===== config.mk =====
export PLATFORM = sky130hd
export DESIGN_NAME = pulpino_boot_seq
export DESIGN_NICKNAME = d
export VERILOG_FILES = /design/src/rtl/pulpino_boot_seq.sv
export SDC_FILE = /design/constraint.sdc
export NUM_CORES = 1
export LEC_CHECK = 0
export BUFFER_PORTS_ARGS = -buffer_cell sky130_fd_sc_hd__buf_2
export CAP_MARGIN = 30
export CORE_MARGIN = 2
export CORE_UTILIZATION = 55
export CTS_CLUSTER_DIAMETER = 50
export CTS_CLUSTER_SIZE = 8
export DETAILED_ROUTE_END_ITERATION = 6
export PLACE_DENSITY_LB_ADDON = 0.25
export SLEW_MARGIN = 25
export SYNTH_ARGS = -nofsm -noshare
export SYNTH_HDL_FRONTEND = slang
export SYNTH_SLANG_ARGS = --single-unit

===== constraint.sdc =====
create_clock -name clk -period 3.4 [get_ports clk]
set_input_delay 0.85 -clock clk [delete_from_list [all_inputs] [get_ports clk]]
set_output_delay 0.85 -clock clk [all_outputs]
set_load 0.01 [all_outputs]

===== src/rtl/pulpino_boot_seq.sv =====
// Power-up / reset sequencer for the PULPino core.
// Qualifies PLL lock, debounces KEY[0], honours JTAG reset requests and
// releases core reset followed by fetch_enable in a fixed order.
module pulpino_boot_seq #(
  parameter int unsigned DEBOUNCE_CYCLES    = 250000,
  parameter int unsigned RESET_HOLD_CYCLES  = 64,
  parameter int unsigned FETCH_DELAY_CYCLES = 16,
  parameter logic [31:0] BOOT_ADDR          = 32'h0000_8000
) (
  input  logic        clk,
  input  logic        rst,
  input  logic        pll_locked_i,
  input  logic        key_reset_n_i,
  input  logic        jtag_reset_i,
  output logic        core_reset_n_o,
  output logic        fetch_enable_o,
  output logic [31:0] boot_addr_o,
  output logic [2:0]  state_o,
  output logic [7:0]  boot_count_o
);

  localparam int unsigned DB_W    = (DEBOUNCE_CYCLES > 1) ? $clog2(DEBOUNCE_CYCLES) : 1;
  localparam int unsigned MAX_DLY = (RESET_HOLD_CYCLES > FETCH_DELAY_CYCLES) ?
                                    RESET_HOLD_CYCLES : FETCH_DELAY_CYCLES;
  localparam int unsigned DLY_W   = (MAX_DLY > 1) ? $clog2(MAX_DLY) : 1;

  typedef enum logic [2:0] {
    WAIT_LOCK = 3'd0,
    HOLD      = 3'd1,
    RELEASE   = 3'd2,
    RUN       = 3'd3,
    JTAG_HOLD = 3'd4
  } state_e;

  if (RESET_HOLD_CYCLES == 0 || FETCH_DELAY_CYCLES == 0) begin : g_param_chk
    $error("pulpino_boot_seq: RESET_HOLD_CYCLES and FETCH_DELAY_CYCLES must be >= 1");
  end

  logic              lock_s1_q, lock_sync_q;
  logic              key_s1_q, key_sync_q;
  logic [DB_W-1:0]   db_cnt_q, db_cnt_d;
  logic              key_db_q, key_db_d;
  state_e            state_q, state_d;
  logic [DLY_W-1:0]  dly_cnt_q, dly_cnt_d;
  logic [7:0]        boot_cnt_q, boot_cnt_d;
  logic              core_rst_n_q, core_rst_n_d;
  logic              fetch_en_q, fetch_en_d;

  // Two-flop synchronisers for the asynchronous board inputs.
  always_ff @(posedge clk or posedge rst) begin
    if (rst) begin
      lock_s1_q   <= 1'b0;
      lock_sync_q <= 1'b0;
      key_s1_q    <= 1'b1;
      key_sync_q  <= 1'b1;
    end else begin
      lock_s1_q   <= pll_locked_i;
      lock_sync_q <= lock_s1_q;
      key_s1_q    <= key_reset_n_i;
      key_sync_q  <= key_s1_q;
    end
  end

  // Debounce: accept a new key level after DEBOUNCE_CYCLES consecutive differing samples.
  always_comb begin
    db_cnt_d = db_cnt_q;
    key_db_d = key_db_q;
    if (key_sync_q == key_db_q) begin
      db_cnt_d = '0;
    end else if (db_cnt_q == DB_W'(DEBOUNCE_CYCLES - 1)) begin
      key_db_d = key_sync_q;
      db_cnt_d = '0;
    end else begin
      db_cnt_d = db_cnt_q + 1'b1;
    end
  end

  // Next-state logic; rule order gives lock/key loss priority over JTAG.
  always_comb begin
    state_d = WAIT_LOCK;
    if (!lock_sync_q || !key_db_q) begin
      state_d = WAIT_LOCK;
    end else if (jtag_reset_i &&
                 (state_q == HOLD || state_q == RELEASE || state_q == RUN)) begin
      state_d = JTAG_HOLD;
    end else begin
      case (state_q)
        WAIT_LOCK: state_d = jtag_reset_i ? WAIT_LOCK : HOLD;
        HOLD:      state_d = (dly_cnt_q == DLY_W'(RESET_HOLD_CYCLES - 1)) ? RELEASE : HOLD;
        RELEASE:   state_d = (dly_cnt_q == DLY_W'(FETCH_DELAY_CYCLES - 1)) ? RUN : RELEASE;
        RUN:       state_d = RUN;
        JTAG_HOLD: state_d = jtag_reset_i ? JTAG_HOLD : HOLD;
        default:   state_d = WAIT_LOCK;
      endcase
    end
  end

  // Delay counter, boot counter and output decode from the next state.
  always_comb begin
    dly_cnt_d = '0;
    if (state_d == state_q && (state_q == HOLD || state_q == RELEASE)) begin
      dly_cnt_d = dly_cnt_q + 1'b1;
    end
    boot_cnt_d = boot_cnt_q;
    if (state_q == RELEASE && state_d == RUN && boot_cnt_q != 8'hFF) begin
      boot_cnt_d = boot_cnt_q + 8'd1;
    end
    core_rst_n_d = (state_d == RELEASE) || (state_d == RUN);
    fetch_en_d   = (state_d == RUN);
  end

  // Debounce, FSM and registered output state.
  always_ff @(posedge clk or posedge rst) begin
    if (rst) begin
      db_cnt_q     <= '0;
      key_db_q     <= 1'b1;
      state_q      <= WAIT_LOCK;
      dly_cnt_q    <= '0;
      boot_cnt_q   <= '0;
      core_rst_n_q <= 1'b0;
      fetch_en_q   <= 1'b0;
    end else begin
      db_cnt_q     <= db_cnt_d;
      key_db_q     <= key_db_d;
      state_q      <= state_d;
      dly_cnt_q    <= dly_cnt_d;
      boot_cnt_q   <= boot_cnt_d;
      core_rst_n_q <= core_rst_n_d;
      fetch_en_q   <= fetch_en_d;
    end
  end

  assign core_reset_n_o = core_rst_n_q;
  assign fetch_enable_o = fetch_en_q;
  assign boot_addr_o    = BOOT_ADDR;
  assign state_o        = state_q;
  assign boot_count_o   = boot_cnt_q;

endmodule

==> results.py <==
metrics = {
    "worst_setup_path": {
        "arrival_ns": 2.19,
        "cp_top_family": "simple AND/OR/NAND/NOR gates",
        "rr_startpoint": "db_cnt_q[0]$_DFF_PP0_",
        "rr_worst_depth": 5,
        "critPathCaptureType": "flip-flop",
        "critPathSlowestCell": "nand2b_1",
        "cpPeakStageDelay_ns": 0.60,
        "r2r_setup_slack_ns": 1.35,
        "path_cells": "ha_1, nand3_1, nor4_1, nand2b_1, nor2_1",
        "path_buf_inv": 0,
        "reg2reg_to": "db_cnt_q[7]$_DFF_PP0_",
        "critical_path_peak_fanout": 18,
        "setup.worst_path.start_class": "flip-flop",
        "cp_data_required_time_ns": 3.54,
        "critical_path_class": "flip-flop to flip-flop",
    },
    "clocking": {
        "cts_buffers": 5,
        "cts_tree": "yes",
        "cts.sinks": 42,
        "cts_root_buffer": "clkbuf_8",
        "clockBufferDepth": 2,
        "h-tree-depth": 2,
        "cts_setup_buffers": 0,
        "clkSlewWorstSetupHoldPaths_ns": 0.07,
        "clk_latency_ns": 0.29,
        "cts-resized-gates": 0,
        "ctsHoldBuffers": 0,
    },
    "finish": {
        "final_common_cell": "dfrtp_1",
        "drive_gt1_share_pct": 15.7,
        "antenna_cells": 0,
        "nets": 249,
        "final_cell_mix": "39 x dfrtp_1, 33 x nor2_1, 32 x conb_1, 17 x buf_2, 16 x xnor2_1",
        "fill_cells": 368,
        "syn2layout_area_growth_pct": 4.20,
    },
    "worst_hold_path": {
        "min_to": "lock_sync_q$_DFF_PP0_",
        "worstHoldPathCells": 0,
        "hp-start": "lock_s1_q$_DFF_PP0_",
        "hp-class": "flip-flop to flip-flop",
    },
    "grt": {
        "grtUsageTotal_pct": 17.9,
        "grt_max_degree": 31,
        "grt-ovfl-total": 0,
        "grt_pass1_vias": 1355,
        "grt_pass1_wl_um": 6050,
        "antenna_found_initial": 0,
    },
    "power": {
        "total_power_uw": 873,
        "p_leak_nw": 1.09,
        "p_per_area_nw_per_um2": 375,
        "worst_ir_drop_vdd_mv": 0.290,
    },
    "die": {
        "initial_core_util_pct": 56.7,
        "core_area_um2": 3940,
        "dieArea_um2": 4590,
        "die_y_um": 67.7,
        "row_count": 23,
        "die_w_um": 67.7,
        "ios": 50,
    },
    "sta": {
        "maxSlewHeadroom_pct": 55.0,
        "slew_viol_final": 0,
        "rsz0062_at_grt": "false",
        "worst_pin_slew_ns": 0.674,
        "hold_violations": 0,
        "setup_viol": 0,
        "fin_hold_ws_ns": 0.349,
        "finClkSkew_ns": 0.0121,
        "min_period_ns": 2.05,
        "setup-tns-final_ns": 0,
        "fmax_ghz": 0.489,
        "finalCritPeriodShare_pct": 60.2,
    },
    "drt": {
        "via_count": 1483,
        "viasPerCell": 5.08,
        "post_drt_wl_per_cell_um": 11.8,
        "wirelength_um": 3430,
        "antenna_left": 0,
        "drc": 0,
        "firstDrtPassIters": 4,
        "drtIter0Drc": 80,
    },
    "job": {
        "cap_violations": 0,
    },
    "placement": {
        "detailed_place_hpwl_um": 2520,
        "port_buffers": 17,
        "place_congestion": 0.887,
    },
    "synthesis": {
        "ys_types": 37,
        "syn-mean-instance-area_um2": 10.1,
        "ys_seq_elements": 42,
        "seq_area_frac_synth_pct": 47.2,
        "synth_area_um2": 2230,
        "postSynthCellCount": 221,
        "yosysWarnings": 0,
    },
    "run_status": {
        "status": "completed",
    },
}
[state kept, by name, summed over array words and instances (netlist names)]
signal and cells:
key_s1_q 1, dly_cnt_q 6, boot_count_o 8, core_reset_n_o 1, db_cnt_q 18, state_o 3, lock_sync_q 1, key_db_q 1
key_sync_q 1, fetch_enable_o 1, lock_s1_q 1
[synthesized netlist by cell type, drive strengths merged]
cell    number  area share, %
nand2b       3           0.84
a31oi        1           0.28
nor3         3           0.90
o21ai        2           0.45
nor2        33            5.5
a32oi        1           0.73
o41ai        1           0.73
dfstp        3            3.5
nand3       11            2.5
inv          5           0.84
xor2        13            5.1
nand3b       1           0.34
nand4       11            3.1
and2         3           0.84
ha           3            1.7
buf         35             12
o311a        1           0.45
o21bai       1           0.34
a21oi        2           0.45
conb         2           0.34
xnor2       16            6.3
o211ai       1           0.34
nor4         6            1.7
o311ai       1           0.73
nand2       12            2.0
and3         3           0.90
mux2         2            1.0
nor2b        2           0.67
nor4b        1           0.39
clkbuf       1           0.22
dfrtp       39             44
a211oi       1           0.90
and4         1           0.39
[report_power, final]
part	total (mW)	internal, mW	leakage, nW	switching, mW
Combinational	0.0414	0.00720	0.474	0.0342
Sequential	0.509	0.506	0.569	0.00353
Clock	0.322	0.166	0.0455	0.157
[metal layers]
metal / share of wire [%] / vias up / global-route usage (%)
li1: - / 716 / -
met1: 46 / 714 / 24.2
met2: 46 / 49 / 26.5
met3: 5.8 / 4 / 5.50
met4: 1.6 / 0 / 7.65
met5: 0 / - / 0
[cell type report]
cell class | count | area (um^2) | area share [%]
sequential | 42 | 1050 | 45.3
multi-input combinational | 168 | 1000 | 43.0
inverter | 5 | 18.8 | 0.806
clock buffer | 8 | 90.1 | 3.87
tap | 50 | 62.6 | 2.69
timing repair buffer | 19 | 100 | 4.30
[cells by family (layout without fill, tap and decap cells)]
family | count (synthesis) | after routing | share of synthesized area (%)
and+or+nand+nor | 90 | 90 | 20.0
DFF | 42 | 42 | 47.2
buffers and inverters | 41 | 32 | 13.0
xor gates and xnor gates | 29 | 29 | 11.4
AOI/OAI and AO/OA | 12 | 12 | 5.38
adders and majority gates | 3 | 3 | 1.68
other | 2 | 32 | 0.336
muxes | 2 | 2 | 1.01
[metrics by stage]
stage / instance area [um^2] / std cells / utilization (%) / setup WS, ns
after floorplan: 2350 / 251 / - / 1.43
after global placement: 2240 / 284 / 56.8 / 1.24
after detailed placement: 2240 / 284 / 56.8 / 1.23
after CTS: 2330 / 292 / 59.1 / 1.33
after global routing: 2330 / 292 / 59.1 / 1.10
final: 2330 / 292 / 59.1 / 1.35
[how the worst max path moves through the flow]
| stage | startpoint | to | slack, ns | depth (start not counted) |
|---|---|---|---|---|
| after floorplan | jtag_reset_i | boot_count_o[1]$_DFFE_PP0P_ | 1.43 | 4 |
| after global placement | jtag_reset_i | boot_count_o[1]$_DFFE_PP0P_ | 1.24 | 5 |
| after detailed placement | jtag_reset_i | boot_count_o[1]$_DFFE_PP0P_ | 1.23 | 5 |
| after CTS | db_cnt_q[0]$_DFF_PP0_ | db_cnt_q[7]$_DFF_PP0_ | 1.33 | 5 |
| after global routing | db_cnt_q[0]$_DFF_PP0_ | db_cnt_q[7]$_DFF_PP0_ | 1.10 | 5 |
| final | db_cnt_q[0]$_DFF_PP0_ | db_cnt_q[7]$_DFF_PP0_ | 1.35 | 5 |
No activity file was read; power rests on OpenSTA's default activity.
